`config.mk`:
```
export PLATFORM = sky130hd
export DESIGN_NAME = cache_fill_arbiter
export DESIGN_NICKNAME = d
export VERILOG_FILES = /design/src/rtl/cache_fill_arbiter_pkg.sv /design/src/rtl/cache_fill_arbiter_fill_seq.sv /design/src/rtl/cache_fill_arbiter.sv
export SDC_FILE = /design/constraint.sdc
export NUM_CORES = 1
export LEC_CHECK = 0
export BUFFER_PORTS_ARGS = -buffer_cell sky130_fd_sc_hd__buf_2
export CAP_MARGIN = 40
export CORE_MARGIN = 2
export CORE_UTILIZATION = 40
export CTS_BUF_LIST = sky130_fd_sc_hd__clkbuf_8
export DETAILED_ROUTE_END_ITERATION = 12
export HOLD_SLACK_MARGIN = 0.06
export PLACE_DENSITY = 0.87
export SYNTH_ARGS = -nofsm -noshare
export SYNTH_HDL_FRONTEND = slang
export SYNTH_HIERARCHICAL = 1
export SYNTH_SLANG_ARGS = --single-unit
```
`constraint.sdc`:
```
create_clock -name clk -period 5.6 [get_ports clk]
set_input_delay 1.12 -clock clk [delete_from_list [all_inputs] [get_ports clk]]
set_output_delay 1.12 -clock clk [all_outputs]
set_load 0.005 [all_outputs]
```
`src/rtl/cache_fill_arbiter_pkg.sv`:
```
// -----------------------------------------------------------------------------
// cache_fill_arbiter_pkg
//   Shared types and constants for the cache fill arbiter.
//   - state_e         : arbiter FSM states
//   - BLOCK_MASK      : clears the byte offset inside a 16-byte cache block
//   - WORDS_PER_BLOCK : 16-bit words transferred per block fill
//   - MEM_LATENCY     : main-memory read latency in cycles, issue cycle included
// -----------------------------------------------------------------------------
package cache_fill_arbiter_pkg;

  typedef enum logic [1:0] {
    IDLE   = 2'd0,
    WRITE  = 2'd1,
    FILL_I = 2'd2,
    FILL_D = 2'd3
  } state_e;

  localparam logic [15:0] BLOCK_MASK      = 16'hFFF0;
  localparam int          WORDS_PER_BLOCK = 8;
  localparam int          MEM_LATENCY     = 4;

endpackage : cache_fill_arbiter_pkg

```
`src/rtl/cache_fill_arbiter_fill_seq.sv`:
```
// -----------------------------------------------------------------------------
// cache_fill_arbiter_fill_seq
//   Block-fill sequencer: issues one word read per cycle for a whole block and
//   counts the returning words back in, overlapping issue and receive.
//
//   Ports
//     clk, rst_n      : clock, asynchronous active-low reset
//     start           : load a new block (one cycle, only while not active)
//     base            : miss byte address; the block offset is masked off here
//     active          : a fill owns the memory this cycle
//     mem_data_valid  : read data returning from memory
//     issue_addr      : byte address of the read issued this cycle
//     issue_en        : a read is issued this cycle
//     recv_we         : the returning word belongs to this fill, write it
//     recv_idx        : word index of the returning word
//     last            : recv_we for the final word of the block
// -----------------------------------------------------------------------------
module cache_fill_arbiter_fill_seq #(
  parameter int ADDR_W          = 16,
  parameter int WORDS_PER_BLOCK = cache_fill_arbiter_pkg::WORDS_PER_BLOCK,
  parameter int MEM_LATENCY     = cache_fill_arbiter_pkg::MEM_LATENCY,
  localparam int IDX_W          = $clog2(WORDS_PER_BLOCK)
) (
  input  logic              clk,
  input  logic              rst_n,
  input  logic              start,
  input  logic [ADDR_W-1:0] base,
  input  logic              active,
  input  logic              mem_data_valid,
  output logic [ADDR_W-1:0] issue_addr,
  output logic              issue_en,
  output logic              recv_we,
  output logic [IDX_W-1:0]  recv_idx,
  output logic              last
);

  import cache_fill_arbiter_pkg::*;

  localparam int                CNT_W     = IDX_W + 1;
  localparam int                PEND_W    = MEM_LATENCY - 1;
  localparam logic [CNT_W-1:0]  CNT_END   = CNT_W'(WORDS_PER_BLOCK);
  localparam logic [CNT_W-1:0]  CNT_LAST  = CNT_W'(WORDS_PER_BLOCK - 1);
  localparam logic [ADDR_W-1:0] BASE_MASK = ADDR_W'(BLOCK_MASK);

  logic [ADDR_W-1:0] base_q, base_d;
  logic [CNT_W-1:0]  issue_cnt_q, issue_cnt_d;
  logic [CNT_W-1:0]  recv_cnt_q, recv_cnt_d;
  // One bit per cycle of read latency: bit i set means a read issued by this
  // block i+1 cycles ago. Only data lined up with our own issue is accepted,
  // so returns for reads launched before a reset can never land in a new fill.
  logic [PEND_W-1:0] pend_q, pend_d;
  logic [ADDR_W-1:0] word_off;

  always_comb begin
    // NOTE: every signal assigned here gets a value before any branch, so no
    // path can leave one unassigned and infer a latch.
    base_d      = base_q;
    issue_cnt_d = issue_cnt_q;
    recv_cnt_d  = recv_cnt_q;

    issue_en = active && (issue_cnt_q < CNT_END);
    recv_we  = active && mem_data_valid && pend_q[PEND_W-1] && (recv_cnt_q < CNT_END);
    recv_idx = recv_cnt_q[IDX_W-1:0];
    last     = recv_we && (recv_cnt_q == CNT_LAST);

    // The word offset only occupies the masked-off low bits, so OR-ing it in
    // cannot carry into the block address: 0xFFF0 stays inside 0xFFF0..0xFFFE.
    word_off   = ADDR_W'({issue_cnt_q[IDX_W-1:0], 1'b0});
    issue_addr = base_q | word_off;

    pend_d = PEND_W'({pend_q, issue_en});

    if (start) begin
      base_d      = base & BASE_MASK;
      issue_cnt_d = '0;
      recv_cnt_d  = '0;
    end else begin
      if (issue_en) issue_cnt_d = issue_cnt_q + 1'b1;
      if (recv_we)  recv_cnt_d  = recv_cnt_q + 1'b1;
    end
  end

  // NOTE: state is updated only with non-blocking assignments so every flop
  // samples the pre-edge values, independent of process ordering.
  // NOTE: all sequencer state, including the latched base and the pending
  // pipe, is cleared on reset so nothing from an interrupted fill survives.
  always_ff @(posedge clk or negedge rst_n) begin
    if (!rst_n) begin
      base_q      <= '0;
      issue_cnt_q <= '0;
      recv_cnt_q  <= '0;
      pend_q      <= '0;
    end else begin
      base_q      <= base_d;
      issue_cnt_q <= issue_cnt_d;
      recv_cnt_q  <= recv_cnt_d;
      pend_q      <= pend_d;
    end
  end

endmodule : cache_fill_arbiter_fill_seq

```
`src/rtl/cache_fill_arbiter.sv`:
```
// -----------------------------------------------------------------------------
// cache_fill_arbiter
//   Grants the single-ported main memory to one requester at a time:
//   D-cache write-through stores, D-cache block fills and I-cache block fills
//   (priority in that order, evaluated only in IDLE). A fill issues one word
//   read per cycle and steers returning words into the owning cache.
//
//   Ports
//     clk, rst_n                          : clock, async active-low reset
//     i_miss, i_miss_addr                 : I-cache miss (held until i_fill_done)
//     d_miss, d_miss_addr                 : D-cache miss (held until d_fill_done)
//     d_wr_req, d_wr_addr, d_wr_data      : store request (held until d_wr_ack)
//     mem_en, mem_wr, mem_addr,
//     mem_data_in                         : memory command / write data
//     mem_data_out, mem_data_valid        : memory read return
//     fill_data, fill_word                : word being filled (shared)
//     i_fill_we, d_fill_we                : per-cache data-array write enables
//     i_fill_done, d_fill_done            : pulse with the last word of a fill
//     d_wr_ack                            : pulse, store accepted
//     busy                                : FSM is not in IDLE
// -----------------------------------------------------------------------------
module cache_fill_arbiter #(
  parameter int ADDR_W          = 16,
  parameter int WORDS_PER_BLOCK = 8,
  parameter int MEM_LATENCY     = 4,
  localparam int IDX_W          = $clog2(WORDS_PER_BLOCK)
) (
  input  logic              clk,
  input  logic              rst_n,
  input  logic              i_miss,
  input  logic [ADDR_W-1:0] i_miss_addr,
  input  logic              d_miss,
  input  logic [ADDR_W-1:0] d_miss_addr,
  input  logic              d_wr_req,
  input  logic [ADDR_W-1:0] d_wr_addr,
  input  logic [ADDR_W-1:0] d_wr_data,
  output logic              mem_en,
  output logic              mem_wr,
  output logic [ADDR_W-1:0] mem_addr,
  output logic [ADDR_W-1:0] mem_data_in,
  input  logic [ADDR_W-1:0] mem_data_out,
  input  logic              mem_data_valid,
  output logic [ADDR_W-1:0] fill_data,
  output logic [IDX_W-1:0]  fill_word,
  output logic              i_fill_we,
  output logic              d_fill_we,
  output logic              i_fill_done,
  output logic              d_fill_done,
  output logic              d_wr_ack,
  output logic              busy
);

  import cache_fill_arbiter_pkg::*;

  state_e            state_q, state_d;

  logic              seq_start;
  logic [ADDR_W-1:0] seq_base;
  logic              seq_active;
  logic [ADDR_W-1:0] issue_addr;
  logic              issue_en;
  logic              recv_we;
  logic [IDX_W-1:0]  recv_idx;
  logic              seq_last;

  assign seq_active = (state_q == FILL_I) || (state_q == FILL_D);

  cache_fill_arbiter_fill_seq #(
    .ADDR_W          (ADDR_W),
    .WORDS_PER_BLOCK (WORDS_PER_BLOCK),
    .MEM_LATENCY     (MEM_LATENCY)
  ) u_fill_seq (
    .clk            (clk),
    .rst_n          (rst_n),
    .start          (seq_start),
    .base           (seq_base),
    .active         (seq_active),
    .mem_data_valid (mem_data_valid),
    .issue_addr     (issue_addr),
    .issue_en       (issue_en),
    .recv_we        (recv_we),
    .recv_idx       (recv_idx),
    .last           (seq_last)
  );

  always_comb begin
    state_d     = state_q;
    seq_start   = 1'b0;
    seq_base    = '0;
    mem_en      = 1'b0;
    mem_wr      = 1'b0;
    mem_addr    = '0;
    mem_data_in = '0;
    fill_data   = '0;
    fill_word   = '0;
    i_fill_we   = 1'b0;
    d_fill_we   = 1'b0;
    i_fill_done = 1'b0;
    d_fill_done = 1'b0;
    d_wr_ack    = 1'b0;
    busy        = (state_q != IDLE);

    unique case (state_q)
      IDLE: begin
        // Requests are only arbitrated here; once granted, a transfer runs to
        // completion and anything raised meanwhile waits for the next IDLE.
        if (d_wr_req) begin
          state_d = WRITE;
        end else if (d_miss) begin
          state_d   = FILL_D;
          seq_start = 1'b1;
          seq_base  = d_miss_addr;
        end else if (i_miss) begin
          state_d   = FILL_I;
          seq_start = 1'b1;
          seq_base  = i_miss_addr;
        end
      end

      WRITE: begin
        mem_en      = 1'b1;
        mem_wr      = 1'b1;
        mem_addr    = d_wr_addr;
        mem_data_in = d_wr_data;
        d_wr_ack    = 1'b1;
        state_d     = IDLE;
      end

      FILL_I, FILL_D: begin
        mem_en = issue_en;
        if (issue_en) mem_addr = issue_addr;
        if (recv_we) begin
          fill_data = mem_data_out;
          fill_word = recv_idx;
        end
        // The fill finishes even if the requester has dropped its miss.
        if (state_q == FILL_I) begin
          i_fill_we   = recv_we;
          i_fill_done = seq_last;
        end else begin
          d_fill_we   = recv_we;
          d_fill_done = seq_last;
        end
        if (seq_last) state_d = IDLE;
      end

      default: state_d = IDLE;
    endcase
  end

  always_ff @(posedge clk or negedge rst_n) begin
    if (!rst_n) state_q <= IDLE;
    else        state_q <= state_d;
  end

endmodule : cache_fill_arbiter

```
==> flow_summary.yaml, run 1 <==
clocking:
  post_cts_resized: 0
  cts_tree: "built"
  htree_levels: 1
  clk_latency_ns: 0.27
  root_buffer: "clkbuf_8"
  cts_setup_buffers: 0
  cts-hold-fix-buffers: 0
  clkSinkCount: 25
  clk_pin_slew_ns: 0.09
  clockBufferDepth: 2
  cts_inserted_buffers: 3
drt:
  via_per_inst: 4.848
  first_pass_iters: 4
  antenna_left: 0
  wl_per_cell_um: 13.29
  first_iter_violations: 42
  drc: 0
  wirelength_um: 4799
  vias: 1750
run_status:
  status: "finished, final reports clean"
floorplan:
  start_util_pct: 41.95
  num_rows: 24
  die_w_um: 71.81
  core_mm2: 0.004384
  io_pins: 145
  die-area_mm2: 0.005157
  die_h_um: 71.81
pwr:
  ir_drop_uv: 100.8
  p_per_area_mw_per_mm2: 176.4
  p_leak_nw: 1.443
timing:
  timing.final.crit_share_pct: 64.61
  fin_skew_ns: 0.005668
  slew_violations: 0
  rsz0062_at_grt: "no"
  fmax_mhz: 276.4
  min_period_ns: 3.618
  tns_ns: 0
  slew_headroom_pct: 50.16
  hold_viol: 0
  worst_slack_ns: 1.982
  setup_violations: 0
  tightest_slew_ns: 0.7476
cells_and_area:
  fin_util_pct: 55.94
  final_common_cell: "buf_2"
  final_cell_mix: "buf_2 (136), dfrtp_1 (25), and3_1 (21)"
  drive_above_1_share_pct: 54.69
  area_delta_synth_final_pct: 33.33
  diodes: 0
  nets: 398
global_route:
  grt_pass1_wl_um: 7424
  grt-ovfl-total: 0
  grt_max_degree: 35
  top_usage_layer: "met2"
  grt_util_met2_pct: 33.13
  grt_pass1_vias: 1630
  grt_use_met3_pct: 2.391
  antenna_found_initial: 0
  grtUsageMet1_pct: 21.65
  grt_util_all_layers_pct: 18.02
placed_design:
  numPortBuffers: 136
  dp_worst_setup_slack_ns: 1.999
  routabilityCongestion: 0.6979
  dp_hpwl_um: 3784
yosys:
  syn_inst: 198
  yosysWarnings: 6
  syn_area_per_cell_um2: 9.289
  synth_area_mm2: 0.001839
  synth_nets: 286
worst_setup_path:
  crit_type: "flop to output port"
  cp.arrival_ns: 2.50
  rrSetupSlack_ns: 3.06
  required_ns: 4.48
  worstPathMaxFanout: 34
  end_kind: "output port"
  regToRegEndpoint: "u_fill_seq/recv_cnt_q[2]"
  r2r_start: "state_q[1]"
  cp-start-kind: "flop"
  reg2regPathDepth: 5
worst_hold_path:
  hold_path.class: "flop to flop"
  hold_depth: 0
  min_from: "u_fill_seq/pend_q[0]"
  min_to: "u_fill_seq/pend_q[1]"
run:
  drv_cap: 0
==> metrics by stage <==
stage	hold slack (ns)	total power, mW	cells	instance area, um2
after global placement	0.3331	0.3194	356	2389
after detailed placement	0.3412	0.3297	357	2404
after CTS	0.3637	0.4394	361	2452
after global routing	0.3749	0.4628	361	2452
final	0.3608	0.4327	361	2452
after floorplan	0.3312	0.3077	198	1839
==> metal layers <==
metal | routed length [um] | vias up
li1 | - | 902
met1 | 1967 | 775
met2 | 2495 | 71
met3 | 322 | 2
met4 | 14 | 0
met5 | 0 | -
==> how the worst max path moves through the flow <==
| stage | startpoint | endpoint | slack [ns] |
|---|---|---|---|
| after CTS | state_q[1] | d_fill_done | 1.98 |
| after global placement | mem_data_valid | d_fill_done | 2.04 |
| after detailed placement | mem_data_valid | d_fill_done | 2.00 |
| after floorplan | mem_data_valid | d_fill_done | 2.66 |
| after global routing | state_q[1] | i_fill_done | 1.65 |
| final | state_q[1] | d_fill_done | 1.98 |
==> layout make-up <==
type                    count  area [um2]
flip-flops and latches     25       625.6
multi-input cells         142        1013
repair buffers            137       695.7
inverters                   1       3.754
well taps                  52       65.06
clock inverters             1       7.507
fillers                   427        1932
clock buffers               3       41.29
==> worst max-delay path, stage by stage, from the launching register on <==
cell	delay, ns
dfrtp_1	0.84
and4b_1	0.76
and3_1	0.33
and3_2	0.19
buf_2	0.11
==> registers in the layout (all words and copies together) (netlist names) <==
signal / count
u_fill_seq/issue_cnt_q: 4
u_fill_seq/recv_cnt_q: 4
state_q: 2
u_fill_seq/base_q: 12
u_fill_seq/pend_q: 3
==> power breakdown <==
| group | switching (mW) | internal [mW] | total, mW |
|---|---|---|---|
| Combinational | 0.0396 | 0.0495 | 0.0892 |
| Clock | 0.0572 | 0.0503 | 0.108 |
| Sequential | 0.0307 | 0.205 | 0.236 |
Note: power is estimated with default switching activity, not from simulation.
==> inputs of run 2 (changes only) <==
- clock period: 5.6 -> 3.6 ns (I/O delays scaled with it)
==> flow_summary.yaml, run 2 (synthesized netlist as in run 1, its figures left out) <==
floorplan:
  num_rows: 24
  die_w_um: 71.81
  core_mm2: 0.004384
  die_h_um: 71.81
  io_pins: 145
  die-area_mm2: 0.005157
  start_util_pct: 41.95
worst_setup_path:
  cp-start-kind: "flop"
  crit_type: "flop to output port"
  cp_cell_sequence: "and2b_1 -> and2_1 -> a22o_1 -> buf_2"
  crit_slowest_cell: "dfrtp_1"
  cp_slowest_stage_delay_ns: 0.83
  cp.arrival_ns: 2.30
  rrSetupSlack_ns: 1.06
  worstPathMaxFanout: 34
  required_ns: 2.88
  end_kind: "output port"
drt:
  first_pass_iters: 4
  first_iter_violations: 76
  vias: 1773
  antenna_left: 0
  wirelength_um: 4687
  wl_per_cell_um: 12.95
  drc: 0
  via_per_inst: 4.898
global_route:
  grt_util_all_layers_pct: 17.29
  grt_pass1_wl_um: 7148
  grt_pass1_vias: 1570
  antenna_found_initial: 0
  grt-ovfl-total: 0
  grt_max_degree: 35
timing:
  slew_headroom_pct: 50.56
  fin_skew_ns: 0.004397
  hold_viol: 0
  rsz0062_at_grt: "no"
  timing.final.crit_share_pct: 83.86
  setup_violations: 0
  slew_violations: 0
  worst_slack_ns: 0.5810
  min_period_ns: 3.019
  tightest_slew_ns: 0.7416
  whs_ns: 0.3625
  tns_ns: 0
  fmax_mhz: 331.2
worst_hold_path:
  hold_path.class: "flop to flop"
clocking:
  cts_inserted_buffers: 3
  cts-hold-fix-buffers: 0
  root_buffer: "clkbuf_8"
  cts_setup_buffers: 0
  htree_levels: 1
  clk_pin_slew_ns: 0.09
  clk_latency_ns: 0.27
  post_cts_resized: 0
  cts_tree: "built"
  clkSinkCount: 25
  clockBufferDepth: 2
pwr:
  ir_drop_uv: 290.8
  p_per_area_mw_per_mm2: 273.2
  power.total_mw: 0.6701
  p_leak_nw: 1.447
placed_design:
  dp_hpwl_um: 3686
  routabilityCongestion: 0.6960
  dp_worst_setup_slack_ns: 0.8510
  numPortBuffers: 136
run:
  drv_cap: 0
cells_and_area:
  drive_above_1_share_pct: 54.84
  fillerInstances: 403
  largest_reg_flops: 12
  seqCellArea_um2: 625.6
  multiInputGateArea_mm2: 0.001013
  regMostFlops: "u_fill_seq/base_q"
  final_common_cell: "buf_2"
  fin_util_pct: 55.94
  nets: 399
  diodes: 0
  area_delta_synth_final_pct: 33.33
  final_cell_mix: "buf_2 (136), dfrtp_1 (25), and3_1 (21)"
  top_regs: "u_fill_seq/base_q x12, u_fill_seq/issue_cnt_q x4, u_fill_seq/recv_cnt_q x4"
run_status:
  status: "finished, final reports clean"
run 2: final cells by class:
| type | instances | share of cell area [%] |
|---|---|---|
| Multi-Input combinational cell | 142 | 41.33 |
| Tap cell | 52 | 2.653 |
| Inverter | 1 | 0.1531 |
| Sequential cell | 25 | 25.51 |
| Clock buffer | 3 | 1.684 |
| Clock inverter | 1 | 0.3061 |
| Timing Repair Buffer | 138 | 28.37 |
run 2: metrics by stage:
stage / cells / area [um2]
final: 362 / 2452
after global routing: 362 / 2452
after CTS: 362 / 2452
after detailed placement: 358 / 2404
after global placement: 358 / 2404
after floorplan: 198 / 1839
run 2: final timing paths:
| check | cells past startpoint | endpoint | startpoint |
|---|---|---|---|
| worst max-delay path | 4 | mem_addr[13] | state_q[1] |
| worst min-delay path | 0 | u_fill_seq/pend_q[1] | u_fill_seq/pend_q[0] |
| worst max register to register | 3 | u_fill_seq/base_q[11] | state_q[1] |
| worst min register to register | 0 | u_fill_seq/pend_q[1] | u_fill_seq/pend_q[0] |
| max in group asynchronous | 1 | u_fill_seq/base_q[15] | rst_n |
| min in group asynchronous | 1 | u_fill_seq/base_q[4] | rst_n |
run 2: critical path: cells and delay by family, from the launching register on:
kind | cells | cell delay [ns]
AND/OR/NAND/NOR | 2 | 0.84
flip-flops | 1 | 0.83
AO/OA/AOI/OAI | 1 | 0.25
buffers and inverters | 1 | 0.11
run 2: power by group:
part / internal [mW] / switching (mW)
Combinational: 0.0769 / 0.0597
Clock: 0.0783 / 0.0896
Sequential: 0.319 / 0.0461
Total: 0.475 / 0.195
run 2: routing by layer:
| layer | vias to the layer above | global-route usage (%) | part of all wire [%] |
|---|---|---|---|
| met2 | 63 | 33.33 | 54 |
| met4 | 0 | 2.516 | 0 |
| met3 | 0 | 3.797 | 6.3 |
| met1 | 809 | 19.72 | 40 |
| met5 | - | 0 | 0 |
| li1 | 901 | - | - |
